$ cat config.mk
export PLATFORM = sky130hd
export DESIGN_NAME = data_cache_refill_ctrl
export DESIGN_NICKNAME = d
export VERILOG_FILES = /design/src/rtl/data_cache_refill_ctrl.sv
export SDC_FILE = /design/constraint.sdc
export NUM_CORES = 1
export LEC_CHECK = 0
export ABC_AREA = 0
export BUFFER_PORTS_ARGS = -buffer_cell sky130_fd_sc_hd__buf_2
export CORE_ASPECT_RATIO = 0.9
export CORE_MARGIN = 2
export CORE_UTILIZATION = 54
export DETAILED_ROUTE_END_ITERATION = 10
export PLACE_DENSITY = 0.87
export SYNTH_ARGS = -nofsm -noshare
export SYNTH_HDL_FRONTEND = slang
export SYNTH_SLANG_ARGS = --single-unit
export TNS_END_PERCENT = 30
$ cat constraint.sdc
create_clock -name clk -period 12.65 [get_ports clk]
set_input_delay 1.8975 -clock clk [delete_from_list [all_inputs] [get_ports clk]]
set_output_delay 1.8975 -clock clk [all_outputs]
set_load 0.02 [all_outputs]
$ cat src/rtl/data_cache_refill_ctrl.sv
// Data-cache miss controller: stalls the pipeline on a miss, writes back the
// valid lanes of the victim word, fetches the missing word and refills the cache.
package data_cache_refill_pkg;
    typedef enum logic [1:0] {
        WR_NONE = 2'd0,
        WR_BYTE = 2'd1,
        WR_HALF = 2'd2,
        WR_WORD = 2'd3
    } CacheWrControl;
endpackage

module data_cache_refill_ctrl
    import data_cache_refill_pkg::*;
#(
    parameter  int CACHE_SIZE = 1024,
    localparam int IDX_W      = $clog2(CACHE_SIZE),
    localparam int TAG_W      = 32 - IDX_W
) (
    input  logic                clk,
    input  logic                reset,
    input  logic                access_valid,
    input  logic [31:0]         access_addr,
    input  logic [3:0]          cache_miss,
    input  logic [TAG_W-1:0]    cache_tag,
    input  logic [3:0]          cache_valid,
    input  logic [31:0]         cache_rd_data,
    output logic                data_cache_stall,
    output CacheWrControl       data_cache_wr_en,
    output logic [31:0]         data_cache_addr,
    output logic [31:0]         data_cache_wr_data,
    output logic                mem_req,
    output logic                mem_we,
    output logic [31:0]         mem_addr,
    output logic [3:0]          mem_byte_en,
    output logic [31:0]         mem_wr_data,
    input  logic [31:0]         mem_rd_data,
    input  logic                mem_ack,
    output logic [31:0]         miss_count
);

    typedef enum logic [1:0] {
        IDLE      = 2'd0,
        WRITEBACK = 2'd1,
        FETCH     = 2'd2,
        FILL      = 2'd3
    } state_t;

    state_t      state;
    logic [31:0] miss_addr;
    logic        miss;

    assign miss             = access_valid & (|cache_miss);
    assign data_cache_stall = (state != IDLE) | miss;

    // Memory and cache-port outputs are loaded with the values of the state being entered.
    always_ff @(posedge clk or posedge reset) begin
        if (reset) begin
            state              <= IDLE;
            miss_addr          <= '0;
            miss_count         <= '0;
            mem_req            <= 1'b0;
            mem_we             <= 1'b0;
            mem_addr           <= '0;
            mem_byte_en        <= '0;
            mem_wr_data        <= '0;
            data_cache_wr_en   <= WR_NONE;
            data_cache_addr    <= '0;
            data_cache_wr_data <= '0;
        end else begin
            case (state)
                IDLE: begin
                    if (miss) begin
                        miss_addr  <= access_addr & 32'hFFFF_FFFC;
                        miss_count <= miss_count + 32'd1;
                        mem_req    <= 1'b1;
                        if (|cache_valid) begin
                            state       <= WRITEBACK;
                            mem_we      <= 1'b1;
                            mem_addr    <= {cache_tag, access_addr[IDX_W-1:2], 2'b00};
                            mem_byte_en <= cache_valid;
                            mem_wr_data <= cache_rd_data;
                        end else begin
                            state       <= FETCH;
                            mem_we      <= 1'b0;
                            mem_addr    <= access_addr & 32'hFFFF_FFFC;
                            mem_byte_en <= 4'hF;
                            mem_wr_data <= '0;
                        end
                    end
                end
                WRITEBACK: begin
                    // Request stays up; the write's ack is consumed here, never by the read.
                    if (mem_ack) begin
                        state       <= FETCH;
                        mem_we      <= 1'b0;
                        mem_addr    <= miss_addr;
                        mem_byte_en <= 4'hF;
                        mem_wr_data <= '0;
                    end
                end
                FETCH: begin
                    if (mem_ack) begin
                        state              <= FILL;
                        mem_req            <= 1'b0;
                        mem_we             <= 1'b0;
                        mem_addr           <= '0;
                        mem_byte_en        <= '0;
                        mem_wr_data        <= '0;
                        data_cache_wr_en   <= WR_WORD;
                        data_cache_addr    <= miss_addr;
                        data_cache_wr_data <= mem_rd_data;
                    end
                end
                FILL: begin
                    state              <= IDLE;
                    data_cache_wr_en   <= WR_NONE;
                    data_cache_addr    <= '0;
                    data_cache_wr_data <= '0;
                end
                default: state <= IDLE;
            endcase
        end
    end

endmodule

After elaboration in Yosys (flattened, before gate mapping). Index checks and enable logic that the tools add are counted.

Output and inout port bits: 169. Register bits: 200.

$add $sub $neg: 1. Mux-type cells: 28. Eq/ne operators: 7. Bitwise operators: 2. Reduce and logical (&&, ||, !) cells: 15.

Operators with widths (count): $mux W32 (7); $pmux W32 S2 (3); $pmux W32 S3 (1); $add A32 B1 Y32 const B (1); $mux W4 (4); $pmux W4 S3 (1); $reduce_and A3 Y1 (3); $mux W2 (4); $pmux W2 S4 (1); $reduce_bool A2 Y1 (4); $reduce_or A4 Y1 (2); $ne A2 B2 Y1 const B (3); $eq A2 B2 Y1 const B (2); $mux W1 (4); $pmux W1 S2 (2); $pmux W2 S2 (1); $reduce_and A2 Y1 (2); $reduce_and A4 Y1 (1); $reduce_bool A3 Y1 (1); $eq A2 B1 Y1 const B (1); $logic_not A2 Y1 (1); $ne A2 B1 Y1 const B (1); $reduce_or A2 Y1 (1); $and A1 B1 Y1 (1); $or A1 B1 Y1 (1).

Logic depth before layout (Yosys ltp). Gate-level depths: netlist (run 1).

Word-level depth: 4. Depth in mapped cells: 9.

Worst setup path before layout (run 1). No wires, ideal clock.

Kind: input to output. Start point: input port cache_miss[1]. End point: output port data_cache_stall. Path buffers: 0. Stages: 2. Required time: 10.752 ns. Path slack: 8.060 ns. Arrival: 2.692 ns. Cells stage by stage: o41ai_1 nand2_1.

Longest elaborated chain between the ends: 3.

RTL lines: start: declaration (RTL line 23) `input logic [3:0] cache_miss,`; $reduce_or A4 Y1 (RTL line 52) `assign miss = access_valid & (|cache_miss);`; $and A1 B1 Y1 (RTL line 52); $or A1 B1 Y1 (RTL line 53) `assign data_cache_stall = (state != IDLE) | miss;`; end: declaration (RTL line 27) `output logic data_cache_stall,`.

Every way passes these cells.

Worst setup path after layout (run 1). Ends and elaborated chain as after synthesis.

==> results of run 1 <==
## final timing paths
kind                                   startpoint                     end  slack [ns]  cells after the start
max                                 cache_miss[1]        data_cache_stall        7.49                      4
max reg2reg                              state[0]          mem_wr_data[0]        9.58                      6
min reg2reg                data_cache_wr_data[26]  data_cache_wr_data[26]        0.47                      2
min                        data_cache_wr_data[26]  data_cache_wr_data[26]        0.47                      2
max in group asynchronous                   reset           miss_count[6]        9.49                      3
min in group asynchronous                   reset          mem_wr_data[3]        1.63                      2
## cells in the final DEF (no fill, tap or decap), types with 5 or more instances in the layout
master     Yosys  routed
nand2b_1      65      64
xnor2_1       21      21
nor2_1        33      32
xor2_1        10      10
ha_1           7       5
dfrtp_1      195     195
clkbuf_16      0      17
buf_2          4     292
a31oi_1       31      31
nor2b_1        9       9
nand2_1      213     213
a22o_1        32      32
buf_4          5       8
mux2i_1       23      22
o21ai_0      103     103
nand3_1        8       8
## final cells by class
class	count	area [sq um]	area share, %
Clock buffer	18	429	4.04
Clock inverter	14	199	1.87
Inverter	5	26.3	0.247
Multi-Input combinational cell	590	3310	31.2
Sequential cell	195	4880	45.9
Tap cell	202	253	2.38
Timing Repair Buffer	300	1520	14.3
## critical path, delay by kind of cell
kind	cells	cell delay [ns]
AND/OR/NAND/NOR	1	0.24
buffers and inverters	2	0.33
AO/OA/AOI/OAI	1	0.79
## synth_stat cells
cell,count,area share [%]
o211ai_1,1,0.089
nand3_1,8,0.48
nor4_4,2,0.51
nand2b_1,65,4.8
nand4_2,1,0.15
buf_6,1,0.13
and2_1,2,0.15
nor4_2,2,0.30
and4_1,2,0.21
conb_1,1,0.045
inv_1,5,0.22
ha_1,7,1.0
buf_4,5,0.45
a31oi_1,31,2.3
xnor2_1,21,2.2
buf_1,4,0.18
nand2_1,213,9.5
buf_2,4,0.24
nand4_1,4,0.30
o21ai_0,103,6.1
nor4_1,1,0.074
dfrtp_1,195,58
mux2i_1,23,2.7
nor3_1,4,0.24
mux2_2,1,0.13
or2_2,2,0.15
o41ai_1,1,0.10
or2_1,1,0.074
a21o_1,1,0.089
and3_1,4,0.30
xor2_1,10,1.0
or4_4,1,0.13
nor2_1,33,1.5
a2bb2oi_1,1,0.10
clkbuf_1,44,2.0
nor2b_1,9,0.67
a22o_1,32,3.3
## per-stage QoR
stage	utilization, %	setup slack [ns]	cell area (sq um)	hold WS, ns	cells
detailed placement	65.2	7.58	9990	0.461	1292
floorplan	-	5.44	8430	0.469	848
global placement	65.2	7.62	9990	0.455	1292
finish	69.3	7.49	10600	0.475	1324
global route	69.3	7.43	10600	0.501	1324
CTS	69.3	7.51	10600	0.480	1324
## report_power, final
group,internal (uW),total [uW],switching (uW)
sequential,834,957,123
combinational,362,1120,758
clock,334,577,242
## routing by layer
metal  up-vias  track usage (%)
met5         -                0
met4         2             9.96
met3        40             8.14
met2       262             45.0
met1      3383             34.2
li1       3333                -
## registers in the layout (all words and copies together) (netlist names), 2 cells and up
register	cells
state	2
data_cache_addr	30
data_cache_wr_data	32
mem_addr	30
miss_count	32
mem_wr_data	32
mem_byte_en	4
miss_addr	30
## kinds of logic (layout without fill, tap and decap cells)
group                    Yosys count  after routing  share of synthesized area, %
multiplexers                      24             24                          2.87
other                              1              4                        0.0446
adder cells (fa/ha/maj)            7              7                          1.04
AO/OA/AOI/OAI                    170            170                          12.1
AND/OR/NAND/NOR                  354            354                          19.5
XOR/XNOR                          31             31                          3.23
flip-flops                       195            195                          58.0
buffers and inverters             63            337                          3.18
==> impl_metrics.env, run 1 <==
export IMPL_ant_nets=0
export IMPL_die_area_sq_um=16600
export IMPL_worst_path_max_fanout=4
export IMPL_wl_met2_um=10900
export IMPL_start_util_pct=54.9
export IMPL_yosys_warnings=0
export IMPL_slowest_delay_ns=0.79
export IMPL_tritoncts="built"
export IMPL_die_h_um=122
export IMPL_worstPathArrival_ns=3.26
export IMPL_first_pass_iters=5
export IMPL_startpoint_type="primary input"
export IMPL_cts_setup_buffers=0
export IMPL_setup_violations=0
export IMPL_wl_per_cell_um=16.7
export IMPL_coreArea_sq_um=15300
export IMPL_antenna_found_initial=1
export IMPL_grt_pass1_vias=6822
export IMPL_io_pins=299
export IMPL_met3_length_um=2000
export IMPL_wirelength_um=22100
export IMPL_cts_resized=0
export IMPL_via_per_inst=5.30
export IMPL_path_class="primary input to primary output"
export IMPL_netlist_area_sq_um=8420
export IMPL_cts_buffers=17
export IMPL_layout_nets=1246
export IMPL_finClkSkew_ns=0.00761
export IMPL_ys_seq_area_share_pct=58.0
export IMPL_ys_seq_elements=195
export IMPL_avgSynthCellArea_sq_um=9.96
export IMPL_leakage_uw=0.00555
export IMPL_crit_path_end_kind="primary output"
export IMPL_synthCells=845
export IMPL_grt_pass1_wl_um=35000
export IMPL_status="finished, final reports clean"
export IMPL_rows=43
export IMPL_critPathRequiredTime_ns=10.75
export IMPL_diodes=0
export IMPL_clkLatencyLatePin_ns=0.43
export IMPL_highest_layer="met5"
export IMPL_drt_initial_drc_count=410
export IMPL_grt_total_usage_pct=27.2
export IMPL_cts_max_level=4
export IMPL_wl_met1_um=8650
export IMPL_clk_path_buf_depth=2
export IMPL_syn_to_final_growth_pct=26.2
export IMPL_ir_worst_vdd_v=0.000151
export IMPL_hp_class="flip-flop to flip-flop"
export IMPL_grt_overflow_total=0
export IMPL_path_clk_slew_ns=0.06
export IMPL_fmax_ghz=0.194
export IMPL_grt_max_degree=118
export IMPL_dp_hpwl_um=14800
export IMPL_rsz0062_at_grt="no"
export IMPL_max_cap_violations=0
export IMPL_fillers=1183
export IMPL_cpMostUsedCell="buf_2"
export IMPL_finalHoldViolations=0
export IMPL_postCtsHoldBufs=0
export IMPL_setup_tns_final_ns=0
export IMPL_fin_crit_ns=5.16
export IMPL_tightest_slew_ns=1.32
export IMPL_period_share_pct=40.8
export IMPL_root_buffer="clkbuf_16"
export IMPL_worst_path_max_delay_cell="o41ai_1"
export IMPL_fp_dieW_um=136
export IMPL_post_route_drc_count=0
export IMPL_finalPower_uw=2650
export IMPL_port_buffers=292
export IMPL_p_per_area_nw_per_um2=250
export IMPL_relSlewSlack_pct=12.2
export IMPL_drive_gt1_share_pct=30.8
export IMPL_cts_sinks=195
export IMPL_num_vias=7020
export IMPL_cp_cell_sequence="buf_2 > o41ai_1 > nand2_1 > buf_2"
export IMPL_yosysUniqueCellTypes=37
export IMPL_gp_congestion=0.777
export IMPL_report_final_slew_viol_count=0
Power figures use the tool's default switching activity.
==> run 2, diff against run 1 <==
- CORE_UTILIZATION: 54 -> 45
- PLACE_DENSITY: 0.87 -> 0.77
- clock period: 12.65 -> 4.4 ns (I/O delays scaled with it)
==> run 2 against run 1 <==
Combinational power grew to 2.9 times the previous value. Clock-buffer cell count up 1. Critical path depth is 5 higher. Critical path type is now flip-flop to flip-flop. Largest power group unchanged.
==> impl_metrics.env, run 2 (synthesis results as in run 1) <==
export IMPL_p_per_area_nw_per_um2=710
export IMPL_grt_max_degree=115
export IMPL_layout_commonest_cell="buf_2"
export IMPL_setup_slack_ns=1.68
export IMPL_power_frac_comb_pct=43.0
export IMPL_num_vias=6997
export IMPL_wl_per_cell_um=16.2
export IMPL_timing_critical_path_from="state[1]"
export IMPL_clk_path_buf_depth=2
export IMPL_fin_crit_ns=2.72
export IMPL_cpMostUsedCell="buf_4"
export IMPL_rsz0062_at_grt="no"
export IMPL_setup_violations=0
export IMPL_setup_tns_final_ns=0
export IMPL_layout_common_cells="buf_2 (292), nand2_1 (213), dfrtp_1 (195)"
export IMPL_clkLatencyLatePin_ns=0.42
export IMPL_period_share_pct=61.7
export IMPL_grt_total_usage_pct=22.9
export IMPL_coreArea_sq_um=18300
export IMPL_drt_initial_drc_count=274
export IMPL_cp_cell_sequence="inv_1 > ha_1 > buf_4 > nor2_1 > a2bb2oi_1 > nand2b_2 > buf_4 > nand2_1 > o21ai_0"
export IMPL_cts_sinks=195
export IMPL_io_pins=299
export IMPL_slowest_delay_ns=0.43
export IMPL_layout_nets=1252
export IMPL_worst_path_max_fanout=38
export IMPL_postCtsHoldBufs=0
export IMPL_crit_path_end_kind="flip-flop"
export IMPL_max_cap_violations=0
export IMPL_port_buffers=292
export IMPL_tritoncts="built"
export IMPL_fillers=1561
export IMPL_ant_nets=0
export IMPL_finalHoldViolations=0
export IMPL_root_buffer="clkbuf_16"
export IMPL_fp_dieW_um=148
export IMPL_p_seq_share_pct=36.1
export IMPL_status="finished, final reports clean"
export IMPL_power_share_clock_pct=20.9
export IMPL_worstPathArrival_ns=3.00
export IMPL_post_route_drc_count=0
export IMPL_switchingPower_uw=3270
export IMPL_first_pass_iters=4
export IMPL_finClkSkew_ns=0.0103
export IMPL_grt_pass1_wl_um=36000
export IMPL_gp_congestion=0.773
export IMPL_diodes=0
export IMPL_cts_resized=0
export IMPL_drive_gt1_share_pct=31.2
export IMPL_grt_overflow_total=0
export IMPL_syn_to_final_growth_pct=27.4
export IMPL_swShare_pct=43.0
export IMPL_fmax_ghz=0.368
export IMPL_whs_ns=0.351
export IMPL_critPathRequiredTime_ns=4.69
export IMPL_cts_max_level=4
export IMPL_die_h_um=134
export IMPL_leakage_uw=0.00558
export IMPL_worst_path_max_delay_cell="nand2b_2"
export IMPL_dp_slack_ns=1.64
export IMPL_report_final_slew_viol_count=0
export IMPL_hp_class="primary input to asynchronous set/reset pin"
export IMPL_die_area_sq_um=19800
export IMPL_relSlewSlack_pct=55.1
export IMPL_path_clk_slew_ns=0.08
export IMPL_grt_pass1_vias=6762
export IMPL_dp_hpwl_um=15200
export IMPL_p_int_uw=4340
export IMPL_wirelength_um=22300
export IMPL_antenna_found_initial=1
export IMPL_rows=47
export IMPL_path_class="flip-flop to flip-flop"
export IMPL_start_util_pct=45.9
export IMPL_via_per_inst=5.10
export IMPL_reg_top3="data_cache_wr_data (32), mem_wr_data (32), miss_count (32)"
export IMPL_ir_worst_vdd_v=0.000322
export IMPL_cts_buffers=17
export IMPL_worstReg2RegStart="state[1]"
export IMPL_tightest_slew_ns=0.673
export IMPL_startpoint_type="flip-flop"
export IMPL_cts_setup_buffers=0
==> run 2: changes by cell type in the layout (fill, tap and decap cells not counted), sizes merged <==
| cell | delta |
|---|---|
| bufinv | -2 |
| inv | -1 |
| buf | +6 |
| clkinvlp | -2 |
| clkbuf | +1 |
| clkinv | +4 |
==> run 2: worst paths after layout <==
kind / to / slack [ns] / cells after the start
setup / recovery: mem_addr[26] / 1.68 / 9
hold / removal: data_cache_wr_data[5] / 0.35 / 3
setup reg to reg: mem_addr[26] / 1.68 / 9
hold reg to reg: miss_count[31] / 0.47 / 1
max in group asynchronous: mem_addr[29] / 3.47 / 3
min in group clk: miss_addr[13] / 0.44 / 3
==> run 2: per-stage QoR <==
step / cell area (sq um) / util [%] / power, uW / instances
CTS: 10700 / 58.4 / 7710 / 1373
detailed placement: 10100 / 55.1 / 6080 / 1341
global route: 10700 / 58.4 / 8180 / 1373
floorplan: 8430 / - / 4960 / 848
finish: 10700 / 58.4 / 7610 / 1373
global placement: 10100 / 55.1 / 5970 / 1341
==> run 2: power by group through the flow <==
stage	Sequential, uW	Clock [uW]	Combinational, uW
after detailed placement	2770	0	3310
after global placement	2750	0	3220
final	2740	1590	3270
after floorplan	3280	0	1690
after global routing	2820	1720	3640
after CTS	2740	1640	3320
==> run 2: per-layer routing <==
metal	vias to the layer above	GRT usage [%]	wire [um]
li1	3361	-	-
met1	3349	29.8	9300
met2	257	37.4	10700
met3	28	7.26	1950
met4	2	5.66	320
met5	-	0	13
==> run 2: area by class of cell <==
type,count,area (sq um),area share [%]
timing repair buffer,306,1590,14.8
clock inverter,13,166,1.55
tap,245,307,2.86
inverter,5,22.5,0.210
multi-input combinational,590,3310,30.9
clock buffer,19,443,4.13
sequential,195,4880,45.5
==> run 2: worst max-delay path, delay by kind of cell (launching register included) <==
kind | cells | cell delay (ns)
buffers and inverters | 3 | 0.76
AND/OR/NAND/NOR | 3 | 0.72
AO/OA/AOI/OAI | 2 | 0.48
flip-flops | 1 | 0.42
adder cells (fa/ha/maj) | 1 | 0.18
==> run 3, diff against run 2 <==
- CORE_UTILIZATION: 45 -> 50
- PLACE_DENSITY: 0.77 -> 0.81
- clock period: 4.4 -> 2.6 ns (I/O delays scaled with it)
==> run 3 against run 2 <==
Critical path type unchanged. Worst setup slack worse by 1.3 ns. Clock-buffer cell count is 2 lower. Final cell count is 2.1% lower. Combinational power is 74% higher. Clock skew is 0.0014 ns higher. Sequential power is 70% higher. Hold slack worse by 0.33 ns.
==> impl_metrics.env, run 3 (synthesis results as in run 1) <==
export IMPL_p_int_uw=7340
export IMPL_first_pass_iters=5
export IMPL_wirelength_um=22300
export IMPL_wl_per_cell_um=16.6
export IMPL_dp_hpwl_um=15800
export IMPL_period_share_pct=83.7
export IMPL_fp_dieW_um=141
export IMPL_clk_path_buf_depth=2
export IMPL_status="finished, final reports clean"
export IMPL_cts_max_level=4
export IMPL_path_clk_slew_ns=0.08
export IMPL_ant_nets=0
export IMPL_rows=44
export IMPL_p_per_area_nw_per_um2=1200
export IMPL_r2r_slack_ns=0.42
export IMPL_drt_initial_drc_count=270
export IMPL_max_cap_violations=0
export IMPL_startpoint_type="flip-flop"
export IMPL_cts_sinks=195
export IMPL_setup_violations=0
export IMPL_r2r_cells=6
export IMPL_worst_path_max_fanout=33
export IMPL_tritoncts="built"
export IMPL_layout_nets=1261
export IMPL_power_share_clock_pct=19.7
export IMPL_crit_path_end="mem_wr_data[9]"
export IMPL_cts_resized=0
export IMPL_drive_gt1_share_pct=31.8
export IMPL_use_met3_pct=7.05
export IMPL_reg2reg_to="mem_wr_data[9]"
export IMPL_grt_pass1_wl_um=35600
export IMPL_critPathRequiredTime_ns=2.96
export IMPL_grt_busiest_layer="met2"
export IMPL_report_final_slew_viol_count=0
export IMPL_io_pins=299
export IMPL_dp_slack_ns=0.423
export IMPL_coreArea_sq_um=16300
export IMPL_timing_critical_path_from="state[1]"
export IMPL_grt_max_degree=69
export IMPL_die_area_sq_um=17900
export IMPL_hp_class="primary input to asynchronous set/reset pin"
export IMPL_fin_util_pct=66.1
export IMPL_layout_common_cells="buf_2 (292), nand2_1 (213), dfrtp_1 (195)"
export IMPL_num_vias=7117
export IMPL_finalHoldViolations=0
export IMPL_diodes=0
export IMPL_worstReg2RegStart="state[1]"
export IMPL_cts_buffers=17
export IMPL_setup_slack_ns=0.423
export IMPL_clkLatencyLatePin_ns=0.42
export IMPL_syn_to_final_growth_pct=27.9
export IMPL_start_util_pct=51.7
export IMPL_relSlewSlack_pct=62.0
export IMPL_finClkSkew_ns=0.0117
export IMPL_layout_commonest_cell="buf_2"
export IMPL_root_buffer="clkbuf_16"
export IMPL_fmax_ghz=0.459
export IMPL_fillers=1282
export IMPL_port_buffers=292
export IMPL_tightest_slew_ns=0.569
export IMPL_die_h_um=127
export IMPL_worstPathArrival_ns=2.53
export IMPL_met2_usage_pct=43.6
export IMPL_gp_congestion=0.792
export IMPL_swShare_pct=43.1
export IMPL_rsz0062_at_grt="no"
export IMPL_cts_setup_buffers=0
export IMPL_fin_crit_ns=2.18
export IMPL_via_per_inst=5.30
export IMPL_postCtsHoldBufs=0
export IMPL_path_class="flip-flop to flip-flop"
export IMPL_crit_path_end_kind="flip-flop"
export IMPL_met1_usage_pct=31.2
export IMPL_leakage_uw=0.00562
export IMPL_p_seq_share_pct=36.2
export IMPL_post_route_drc_count=0
export IMPL_grt_total_usage_pct=25.2
export IMPL_reg_top3="data_cache_wr_data (32), mem_wr_data (32), miss_count (32)"
export IMPL_power_frac_comb_pct=44.1
export IMPL_grt_overflow_total=0
export IMPL_antenna_found_initial=0
export IMPL_switchingPower_uw=5550
export IMPL_grt_pass1_vias=6934
export IMPL_ir_worst_vdd_v=0.000721
[run 3: worst min-delay path by stage]
stage          cells after the start                    end  slack, ns          startpoint
2_1_floorplan                      2          miss_addr[10]       0.47       miss_addr[10]
3_3_place_gp                       1                 mem_we       0.46              mem_we
3_5_place_dp                       2     data_cache_addr[4]       0.46  data_cache_addr[4]
4_1_cts                            2        mem_wr_data[31]       0.02               reset
5_1_grt                            2         miss_count[18]       0.05               reset
6_report                           2  data_cache_wr_data[5]       0.02               reset
[run 3: metrics by stage]
step / total power, uW / cell area (sq um) / TNS, ns / hold WS (ns) / cells
final: 12900 / 10800 / 0 / 0.0193 / 1344
after CTS: 13000 / 10800 / 0 / 0.0242 / 1344
after detailed placement: 10500 / 10200 / 0 / 0.465 / 1312
after global routing: 13800 / 10800 / 0 / 0.0537 / 1344
after global placement: 10200 / 10200 / 0 / 0.455 / 1312
after floorplan: 8400 / 8430 / -60.14 / 0.469 / 848
[run 3: worst max-delay path: stages (launching register included)]
cell     delay, ns
dfrtp_1       0.42
inv_1         0.11
ha_2          0.55
mux2_2        0.38
nand2_1       0.07
buf_4         0.34
a22o_1        0.22
[run 3: area by class of cell]
class	count	area [sq um]	share of cell area (%)
well taps	207	259	2.41
clock inverters	15	148	1.37
clock buffers	17	425	3.95
multi-input cells	590	3310	30.8
repair buffers	315	1720	16.0
flip-flops and latches	195	4880	45.3
inverters	5	22.5	0.209
[run 3: power groups by stage]
stage	Sequential (uW)	Combinational, uW	Clock, uW
finish	4670	5680	2550
CTS	4670	5750	2580
global route	4790	6290	2730
detailed placement	4710	5750	0
floorplan	5540	2850	0
global placement	4660	5560	0
[run 3: per-layer routing]
metal,vias to the layer above,share of wire (%)
li1,3376,-
met1,3458,40
met2,259,50
met3,24,7.9
met4,0,1.8
met5,-,0
